--- src/rtl/alarm_unit.sv ---
`timescale 1ns/1ps
// alarm_unit: user-set alarm time, IDLE/RING(/SNOOZE) controller and gated square-wave buzzer.
// Define ALARM_SNOOZE_EN to compile in the SNOOZE state and its countdown.
module alarm_unit #(
  parameter int CLK_HZ     = 50000000,
  parameter int TONE_HZ    = 1000,
  parameter int RING_SEC   = 30,
  parameter int SNOOZE_SEC = 300
) (
  input  logic       clk,
  input  logic       rst_n,
  input  logic       i_tick_1hz,
  input  logic [4:0] i_hour,
  input  logic [5:0] i_min,
  input  logic [5:0] i_sec,
  input  logic       i_set_en,
  input  logic       i_pos,
  input  logic       i_inc,
  input  logic       i_arm_tgl,
  input  logic       i_stop,
  input  logic       i_snooze,
  output logic [4:0] o_alarm_hour,
  output logic [5:0] o_alarm_min,
  output logic       o_armed,
  output logic       o_ringing,
  output logic       o_snoozing,
  output logic       o_buzz
);

  localparam int HALF = CLK_HZ / (2 * TONE_HZ);
  localparam int TW   = (HALF > 1) ? $clog2(HALF) : 1;
  localparam int RW   = $clog2(RING_SEC + 1);

`ifdef ALARM_SNOOZE_EN
  localparam int SW = $clog2(SNOOZE_SEC + 1);
  typedef enum logic [1:0] {IDLE = 2'd0, RING = 2'd1, SNOOZE = 2'd2} state_t;
  logic [SW-1:0] snz_cnt, snz_cnt_d;
`else
  typedef enum logic [1:0] {IDLE = 2'd0, RING = 2'd1} state_t;
  logic unused_snooze;
  assign unused_snooze = i_snooze;
`endif

  state_t        state, state_d;
  logic [4:0]    alarm_hour_d;
  logic [5:0]    alarm_min_d;
  logic [RW-1:0] ring_cnt, ring_cnt_d;
  logic [TW-1:0] tone_cnt, tone_cnt_d;
  logic          tone, tone_d;
  logic          buzz_d;
  logic          disarm, match;

  always_comb begin
    state_d      = state;
    alarm_hour_d = o_alarm_hour;
    alarm_min_d  = o_alarm_min;
    ring_cnt_d   = ring_cnt;
    tone_cnt_d   = '0;
    tone_d       = 1'b0;
`ifdef ALARM_SNOOZE_EN
    snz_cnt_d    = snz_cnt;
`endif
    disarm = i_arm_tgl & o_armed;
    match  = o_armed & i_tick_1hz & ~i_set_en & (i_hour == o_alarm_hour) &
             (i_min == o_alarm_min) & (i_sec == 6'd0);

    if (i_set_en && i_inc && state == IDLE) begin
      if (i_pos)
        alarm_hour_d = (o_alarm_hour == 5'd23) ? 5'd0 : o_alarm_hour + 5'd1;
      else
        alarm_min_d = (o_alarm_min == 6'd59) ? 6'd0 : o_alarm_min + 6'd1;
    end

    // Disarm outranks stop, stop outranks snooze, snooze outranks timeout.
    case (state)
      IDLE: begin
        if (match && !disarm) state_d = RING;
      end
      RING: begin
        if (disarm || i_stop) begin
          state_d = IDLE;
`ifdef ALARM_SNOOZE_EN
        end else if (i_snooze) begin
          state_d   = SNOOZE;
          snz_cnt_d = SW'(SNOOZE_SEC);
`endif
        end else if (i_tick_1hz) begin
          if (ring_cnt == RW'(RING_SEC - 1)) state_d = IDLE;
          else ring_cnt_d = ring_cnt + 1'b1;
        end
      end
`ifdef ALARM_SNOOZE_EN
      SNOOZE: begin
        if (disarm || i_stop) begin
          state_d = IDLE;
        end else if (i_tick_1hz) begin
          snz_cnt_d = snz_cnt - 1'b1;
          if (snz_cnt == SW'(1)) state_d = RING;
        end
      end
`endif
      default: state_d = IDLE;
    endcase

`ifdef ALARM_SNOOZE_EN
    if (state_d != SNOOZE) snz_cnt_d = '0;
`endif
    if (state_d != RING) ring_cnt_d = '0;

    // Tone only runs while staying in RING, so every entry starts at phase 0.
    if (state == RING && state_d == RING) begin
      if (tone_cnt == TW'(HALF - 1)) begin
        tone_cnt_d = '0;
        tone_d     = ~tone;
      end else begin
        tone_cnt_d = tone_cnt + 1'b1;
        tone_d     = tone;
      end
    end

    buzz_d = (state_d == RING) & tone_d & ~ring_cnt_d[0];
  end

  always_ff @(posedge clk or negedge rst_n) begin
    if (!rst_n) begin
      state        <= IDLE;
      o_alarm_hour <= '0;
      o_alarm_min  <= '0;
      o_armed      <= 1'b0;
      ring_cnt     <= '0;
      tone_cnt     <= '0;
      tone         <= 1'b0;
      o_ringing    <= 1'b0;
      o_snoozing   <= 1'b0;
      o_buzz       <= 1'b0;
`ifdef ALARM_SNOOZE_EN
      snz_cnt      <= '0;
`endif
    end else begin
      state        <= state_d;
      o_alarm_hour <= alarm_hour_d;
      o_alarm_min  <= alarm_min_d;
      o_armed      <= o_armed ^ i_arm_tgl;
      ring_cnt     <= ring_cnt_d;
      tone_cnt     <= tone_cnt_d;
      tone         <= tone_d;
      o_ringing    <= (state_d == RING);
      o_buzz       <= buzz_d;
`ifdef ALARM_SNOOZE_EN
      snz_cnt      <= snz_cnt_d;
      o_snoozing   <= (state_d == SNOOZE);
`else
      o_snoozing   <= 1'b0;
`endif
    end
  end

endmodule

--- config.mk ---
export PLATFORM = sky130hd
export DESIGN_NAME = alarm_unit
export DESIGN_NICKNAME = d
export VERILOG_FILES = /design/src/rtl/alarm_unit.sv
export SDC_FILE = /design/constraint.sdc
export NUM_CORES = 1
export LEC_CHECK = 0
export CELL_PAD_IN_SITES_DETAIL_PLACEMENT = 0
export CELL_PAD_IN_SITES_GLOBAL_PLACEMENT = 2
export CORE_MARGIN = 2
export CORE_UTILIZATION = 36
export CTS_BUF_LIST = sky130_fd_sc_hd__clkbuf_4
export DETAILED_ROUTE_END_ITERATION = 12
export PLACE_DENSITY_LB_ADDON = 0.1
export SYNTH_ARGS = -nofsm -noshare
export SYNTH_HDL_FRONTEND = slang
export SYNTH_SLANG_ARGS = --single-unit
--- constraint.sdc ---
create_clock -name clk -period 4 [get_ports clk]
set_clock_uncertainty 0.05 [all_clocks]
set_input_delay 0.8 -clock clk [delete_from_list [all_inputs] [get_ports clk]]
set_output_delay 0.8 -clock clk [all_outputs]
set_load 0.01 [all_outputs]
; ---- Word-level counts from Yosys, hierarchy flattened
; Cells that the tools add are included.
[classes]
add_sub_neg = 4
n_eq_ne = 11
n_mux = 16
bitwise_logic = 13
reduce_logical = 13
[ops]
columns = operator, count
row1 = 2-to-1 mux 15 bit, 2
row2 = 2-to-1 mux 5 bit, 6
row3 = "adder 15 x 1 -> 15 bit, second input constant", 1
row4 = "== test 15 bit, second input constant", 1
row5 = "adder 5 x 1 -> 5 bit, second input constant", 2
row6 = "== test 5 bit, second input constant", 2
row7 = bitwise AND 1 bit, 8
row8 = 2-to-1 mux 2 bit, 4
row9 = "adder 6 x 1 -> 6 bit, second input constant", 1
row10 = == test 6 bit, 1
row11 = "== test 6 bit, second input constant", 1
row12 = logical NOT 6 bit, 1
row13 = 2-to-1 mux 6 bit, 1
row14 = "inequality test 2 x 1 -> 1 bit, second input constant", 3
row15 = == test 5 bit, 1
row16 = "== test 2 x 1 -> 1 bit, second input constant", 2
row17 = logical AND 1 bit, 4
row18 = NOT 1 bit, 4
row19 = one-hot mux 2 bit (2 select lines), 1
row20 = AND reduction 2 bit, 2
row21 = AND reduction 4 bit, 1
row22 = nonzero test 2 bit, 2
row23 = logical NOT 2 bit, 1
row24 = 2-to-1 mux 1 bit, 2
row25 = other kinds (3), 3
[word_totals]
ff_bits = 37
inputBits = 26
output_inout_bits = 15
elab_cells = 67

; ---- Longest topological paths before layout
; Gate-level depths: netlist (run 1).
[depth]
word_depth = 13
depth_mapped = 7
mapped_depth_nobuf = 6

; ---- Least setup slack after synthesis (run 1)
; Ideal clock, no wire load.
[synth_path]
kind = input to register
startpoint = input i_arm_tgl
endpoint = register ring_cnt[1]
setup_time_ns = 0.094
t_arrival_ns = 2.117
required_time_ns = 3.856
setup_slack_ns = 1.739
stages = 6
n_path_buf = 1
path_cell_list = ha_1 -> nor4b_2 -> nand4_1 -> or4_1 -> buf_2 -> a221oi_2
[synth_via]
elab_chain_len = 8
elab_cells_between_ends = 14
cone_classes = eq/ne (3) / mux (4) / bitwise (1) / reduce/logical (6)
[synth_rtl]
columns = element, line_no
row1 = start: declaration, 19  ; input logic i_arm_tgl,
row2 = bitwise AND 1 bit (*), 63  ; disarm = i_arm_tgl & o_armed;
row3 = logical NOT 1 bit, 77  ; if (match && !disarm) state_d = RING;
row4 = logical AND 1 bit, 77
row5 = 2-to-1 mux 2 bit, 77
row6 = one-hot mux 2 bit (2 select lines), 75  ; case (state)
row7 = inequality test 2 x 1 -> 1 bit, 108  ; if (state_d != RING) ring_cnt_d = '0;
row8 = inequality test 2 x 1 -> 1 bit (no source line) or nonzero test 2 bit (tied branches), n/a
row9 = AND reduction 4 bit (no source line), n/a
row10 = end signal: assignment, 144  ; ring_cnt <= ring_cnt_d;
row11 = end: declaration, 47  ; logic [RW-1:0] ring_cnt, ring_cnt_d;
; Every way passes the cells marked *; elsewhere a longest branch is shown, timed or not.
; A chain may end at the register's enable or synchronous reset.

; ---- Worst setup path in the final report (run 1)
; Same ends and word-level chain as after synthesis.

==> results_dict.tcl, run 1 <==
set metrics [dict create \
    post_cts_buffers 0 \
    ys_seq_elements 37 \
    critPathLaunchType "primary input" \
    cts_resized 0 \
    drv_cap 0 \
    cp.required_ns 4.21 \
    finalCritPeriodShare_pct 62.8 \
    antennaDiodeCount 0 \
    fp.dieH_microns 78.9 \
    ys.flop_type "dfrtp_1" \
    routed_via_density 5.15 \
    yosysWarnings 0 \
    min_to "tone_cnt[0]" \
    clkSinkCount 37 \
    rows 27 \
    endpoint_kind "flip-flop" \
    design.die.area_sq_um 6220 \
    grt_pass1_vias 1655 \
    routedWlPerCell_microns 14.3 \
    critical_path.max_stage_delay_ns 0.59 \
    max-vdd-ir-drop_uv 231 \
    fin_ws_ns 1.49 \
    pwr-share-comb_pct 25.0 \
    overflow 0 \
    crit_type "primary input to flip-flop" \
    grt_pass1_wl_microns 7650 \
    rsz0062_at_grt "no" \
    grt_busiest_layer "met2" \
    antenna_found_initial 0 \
    ioPinCount 41 \
    route.detailed.drc 0 \
    worst_pin_slew_ns 0.530 \
    status "completed" \
    holdWs_ns 0.410 \
    numCtsBuffers 5 \
    min_from "tone_cnt[0]" \
    max_slew_margin_pct 64.2 \
    synth_edf_count 0 \
    core_area_sq_um 5470 \
    die_x_microns 78.9 \
    powerDensity_nw_per_um2 354 \
    fin_nets 263 \
    cts_root_buf "clkbuf_4" \
    path_cells "clkdlybuf4s50_1, ha_1, nor4b_2, nand4_1, or4_1, a221oi_2" \
    regToRegStartpoint "o_armed" \
    finalHoldViolations 0 \
    ys_types 48 \
    final_cell_mix "clkdlybuf4s50_1 (38), dfrtp_1 (37), nor2_1 (19)" \
    dr.pass1.iters 4 \
    ctsHtreeMaxLevel 2 \
    syn_area_sq_um 2020 \
    crit_buf_inv 1 \
    p_switching_w 0.000267 \
    synthToLayoutAreaGrowth_pct 23.9 \
    globalplace.congestion 0.735 \
    drt-initial-drc-count 40 \
    initial_utilization_pct 36.9 \
    grt_max_degree 38 \
    finalSetupViolCount 0 \
    dpl.hpwl_microns 3210 \
    synthCells 194 \
    cts_buffer_depth 2 \
    path_delay_family "simple AND/OR/NAND/NOR gates" \
    p_int_w 0.000619 \
    p_leak_nw 1.03 \
    max_freq_ghz 0.398 \
    grt_use_total_pct 15.5 \
    cts_tree "built" \
    min_path_cells 1 \
    power_frac_seq_pct 52.4 \
    timing.reg2reg.setup_slack_ns 1.95 \
    vias 1566 \
    min_period_ns 2.51 \
    synthArstFlopShare_pct 100 \
    final_common_cell "clkdlybuf4s50_1" \
    hold_path.class "flip-flop to flip-flop" \
    yosysSeqAreaShare_pct 45.9 \
    dp_slack_ns 1.11 \
    drv_slew 0 \
    portBuffers 38 \
    hold_buffers 0 \
    reg2reg_to "ring_cnt[1]" \
    clk_latency_ns 0.34 \
    cp_max_fo 7 \
    clock_power_share_pct 22.6 \
    finalWirelength_microns 4340 \
    p_sw_share_pct 30.2 \
    grt_util_met2_pct 26.2 \
    avgSynthCellArea_sq_um 10.4 \
    globalRouteMet1Util_pct 19.4 \
    grtUsageMet3_pct 3.98 \
    path_clk_slew_ns 0.12 \
    drive_above_1_share_pct 7.33 \
    ant_nets 0 \
    crit_slowest_cell "or4_1" \
    arrival_ns 2.72 \
    fin_tns_setup_ns 0 \
    reg2reg_depth 5 \
]
[worst max path at each step]
stage | slack (ns) | depth (start not counted) | endpoint | startpoint
2_1_floorplan | 1.74 | 6 | ring_cnt[1] | i_arm_tgl
3_3_place_gp | 1.14 | 6 | ring_cnt[1] | i_arm_tgl
3_5_place_dp | 1.11 | 6 | ring_cnt[1] | i_arm_tgl
4_1_cts | 1.49 | 6 | ring_cnt[1] | i_arm_tgl
5_1_grt | 1.37 | 6 | ring_cnt[1] | i_arm_tgl
6_report | 1.49 | 6 | ring_cnt[1] | i_arm_tgl
[kinds of logic after synthesis]
| logic type | share of synthesized area, % |
|---|---|
| AO/OA/AOI/OAI | 8.12 |
| XOR/XNOR | 11.7 |
| other | 0.186 |
| adder cells (fa/ha/maj) | 3.72 |
| flip-flops | 45.9 |
| multiplexers | 3.22 |
| buffers and inverters | 3.10 |
| AND/OR/NAND/NOR | 24.1 |
[power groups by stage]
stage                     registers, W  logic (W)  clock network (W)
after global placement        0.000470   0.000221                  0
final                         0.000464   0.000221           0.000200
after CTS                     0.000466   0.000225           0.000210
after global routing          0.000475   0.000245           0.000231
after floorplan               0.000469   0.000109                  0
after detailed placement      0.000471   0.000224                  0
[synth_stat cells, types with 2 or more instances]
library cell / n / area (sq um)
a21o_1: 4 / 30.0
a21oi_1: 5 / 25.0
and3_1: 6 / 37.5
and4_1: 3 / 26.3
buf_2: 5 / 25.0
clkbuf_1: 3 / 11.3
dfrtp_1: 37 / 926
ha_1: 6 / 75.1
inv_1: 2 / 7.51
mux2_2: 4 / 45.0
mux2i_1: 2 / 20.0
nand2_1: 8 / 30.0
nand3_1: 11 / 55.1
nand4_1: 10 / 62.6
nor2_1: 19 / 71.3
nor3_1: 4 / 20.0
nor3b_1: 2 / 15.0
nor4bb_1: 3 / 30.0
o21ai_0: 7 / 35.0
or3_1: 2 / 12.5
xnor2_1: 15 / 131
xor2_1: 10 / 87.6
[worst reg2reg max path, cell delays in order (launching register included)]
cell and delay (ns):
dfrtp_1 0.41, ha_1 0.24, nor4b_2 0.26, nand4_1 0.10, or4_1 0.59, a221oi_2 0.32
[registers in the layout, summed over array words and instances (netlist names)]
| register | count |
|---|---|
| tone_cnt | 15 |
| o_alarm_min | 6 |
| o_alarm_hour | 5 |
| ring_cnt | 5 |
| state | 2 |
| o_armed | 1 |
| o_buzz | 1 |
| o_ringing | 1 |
| tone | 1 |
[per-layer routing]
layer	share of wire, %	routed length (microns)	vias up
li1	-	-	773
met1	46	2010	748
met2	48	2100	41
met3	4.4	189	4
met4	1.1	46	0
met5	0	0	-
[metrics by stage]
stage               area [sq um]  utilization [%]  power [W]  cells
finish                      2500             45.7   0.000886    304
global route                2500             45.7   0.000950    304
CTS                         2500             45.7   0.000901    304
detailed placement          2440             44.7   0.000695    296
global placement            2440             44.7   0.000692    296
floorplan                   2020                -   0.000578    195
[area by class of cell]
cell class	count	area, sq um
Tap cell	72	90.1
Inverter	2	7.51
Fill cell	529	2970
Sequential cell	37	926
Timing Repair Buffer	39	388
Clock inverter	2	10.0
Clock buffer	6	45.0
Multi-Input combinational cell	146	1030
Note: power is estimated with default switching activity, not from simulation.
==> inputs of run 2 (changes only) <==
--- a/config.mk
+++ b/config.mk
@@ -8,7 +8,7 @@
 export CELL_PAD_IN_SITES_DETAIL_PLACEMENT = 0
 export CELL_PAD_IN_SITES_GLOBAL_PLACEMENT = 2
 export CORE_MARGIN = 2
-export CORE_UTILIZATION = 36
+export CORE_UTILIZATION = 30
 export CTS_BUF_LIST = sky130_fd_sc_hd__clkbuf_4
 export DETAILED_ROUTE_END_ITERATION = 12
 export PLACE_DENSITY_LB_ADDON = 0.1
==> constraint.sdc (replaced) <==
create_clock -name clk -period 2.3 [get_ports clk]
set_clock_uncertainty 0.05 [all_clocks]
set_input_delay 0.46 -clock clk [delete_from_list [all_inputs] [get_ports clk]]
set_output_delay 0.46 -clock clk [all_outputs]
set_load 0.01 [all_outputs]
==> run 2 against run 1 <==
Hold slack worse by 0.24 ns. Utilization down 5.4 points. Critical endpoint is now ring_cnt[0]. Combinational power is 79% higher. Die area grew 19%. Setup slack worse by 1.3 ns. First-iteration DRC count is 93% higher.
==> results_dict.tcl, run 2 (synthesis results as in run 1) <==
set metrics [dict create \
    finalWirelength_microns 4650 \
    cts_buffer_depth 2 \
    drv_slew 0 \
    clk_latency_ns 0.34 \
    clkSinkCount 37 \
    finalCritPeriodShare_pct 93.5 \
    synthToLayoutAreaGrowth_pct 28.1 \
    core_area_sq_um 6420 \
    drt-initial-drc-count 77 \
    grt_pass1_vias 1666 \
    clock_power_share_pct 27.4 \
    die_x_microns 86.0 \
    critPathLaunchType "primary input" \
    pwr-share-comb_pct 23.8 \
    min_period_ns 2.15 \
    finalSetupViolCount 0 \
    cp.required_ns 2.53 \
    dp_slack_ns -0.246 \
    grt_use_total_pct 13.6 \
    p_leak_nw 1.07 \
    crit_type "primary input to flip-flop" \
    overflow 0 \
    fin_nets 271 \
    initial_utilization_pct 31.4 \
    routed_via_density 4.98 \
    powerDensity_nw_per_um2 643 \
    arrival_ns 2.38 \
    route.detailed.drc 0 \
    hold_path.class "primary input to asynchronous set/reset pin" \
    dr.pass1.iters 4 \
    largest_reg_flops 15 \
    design.die.area_sq_um 7400 \
    routedWlPerCell_microns 14.7 \
    final_core_util_pct 40.2 \
    regMostFlops "tone_cnt" \
    cp_max_fo 6 \
    globalplace.congestion 0.742 \
    cts_root_buf "clkbuf_4" \
    p_sw_share_pct 29.0 \
    finalPower_w 0.00166 \
    antennaDiodeCount 0 \
    ctsHtreeMaxLevel 2 \
    p_switching_w 0.000482 \
    reg2reg_to "ring_cnt[0]" \
    ioPinCount 41 \
    p_int_w 0.00118 \
    reg_top3 "tone_cnt x15, o_alarm_min x6" \
    post_cts_buffers 0 \
    status "completed" \
    regToRegStartpoint "o_armed" \
    rsz0062_at_grt "no" \
    timing.reg2reg.setup_slack_ns 0.28 \
    portBuffers 38 \
    reg2reg_depth 6 \
    cts_resized 0 \
    endpoint_kind "flip-flop" \
    grt_max_degree 38 \
    drive_above_1_share_pct 10.4 \
    hold_buffers 0 \
    grt_pass1_wl_microns 7950 \
    ant_nets 0 \
    rows 29 \
    fp.dieH_microns 86.0 \
    worst_pin_slew_ns 0.858 \
    path_clk_slew_ns 0.12 \
    dpl.hpwl_microns 3400 \
    drv_cap 0 \
    cts_tree "built" \
    power_frac_seq_pct 48.8 \
    max-vdd-ir-drop_uv 412 \
    max_slew_margin_pct 42.8 \
    antenna_found_initial 0 \
    finalHoldViolations 0 \
    fin_ws_ns 0.150 \
    vias 1580 \
    numCtsBuffers 5 \
    max_freq_ghz 0.465 \
    final_cell_mix "clkdlybuf4s50_1 (37), dfrtp_1 (37), nor2_1 (19)" \
]
-- run 2: changes by cell type in the layout (fill, tap and decap cells not counted), sizes merged --
cell / delta
buf: +9
bufinv: +1
clkinvlp: +1
clkdlybuf4s50: -1
clkbuf: -1
clkinv: -1
-- run 2: cell type report --
| class | count | area (sq um) |
|---|---|---|
| well taps | 77 | 96.3 |
| clock inverters | 3 | 41.3 |
| inverters | 2 | 7.51 |
| flip-flops and latches | 37 | 926 |
| repair buffers | 47 | 443 |
| multi-input cells | 146 | 1030 |
| fillers | 646 | 3840 |
| clock buffers | 5 | 37.5 |
-- run 2: worst max path at each step --
stage / from / to
floorplan: i_arm_tgl / ring_cnt[1]
global placement: i_arm_tgl / ring_cnt[1]
detailed placement: i_arm_tgl / ring_cnt[0]
CTS: i_arm_tgl / ring_cnt[1]
global route: i_arm_tgl / ring_cnt[0]
finish: i_arm_tgl / ring_cnt[0]
-- run 2: per-layer routing --
layer  GRT usage, %  vias up  part of all wire (%)
met4           3.61        0                  0.45
li1               -      785                     -
met5              0        -                     0
met2           21.4       24                    47
met3           3.56        2                   3.3
met1           18.5      769                    49
-- run 2: power groups by stage --
stage                     Sequential (W)  Clock [W]  Combinational [W]
after detailed placement        0.000823          0           0.000401
final                           0.000810   0.000456           0.000395
after CTS                       0.000812   0.000474           0.000405
after global routing            0.000827   0.000498           0.000436
after floorplan                 0.000815          0           0.000190
after global placement          0.000822          0           0.000399
-- run 2: stage by stage --
step | cell area, sq um | instances | setup TNS, ns | hold slack, ns
floorplan | 2020 | 195 | 0 | 0.114
global placement | 2510 | 309 | -1.97 | 0.390
detailed placement | 2510 | 309 | -3.10 | 0.407
CTS | 2580 | 317 | 0 | 0.188
global route | 2580 | 317 | 0 | 0.233
finish | 2580 | 317 | 0 | 0.166
-- run 2: critical path: stages --
cell	delay (ns)
clkdlybuf4s50_1	0.41
ha_1	0.24
nor4b_2	0.25
nand4_1	0.10
or4_1	0.57
buf_4	0.20
a21oi_1	0.12
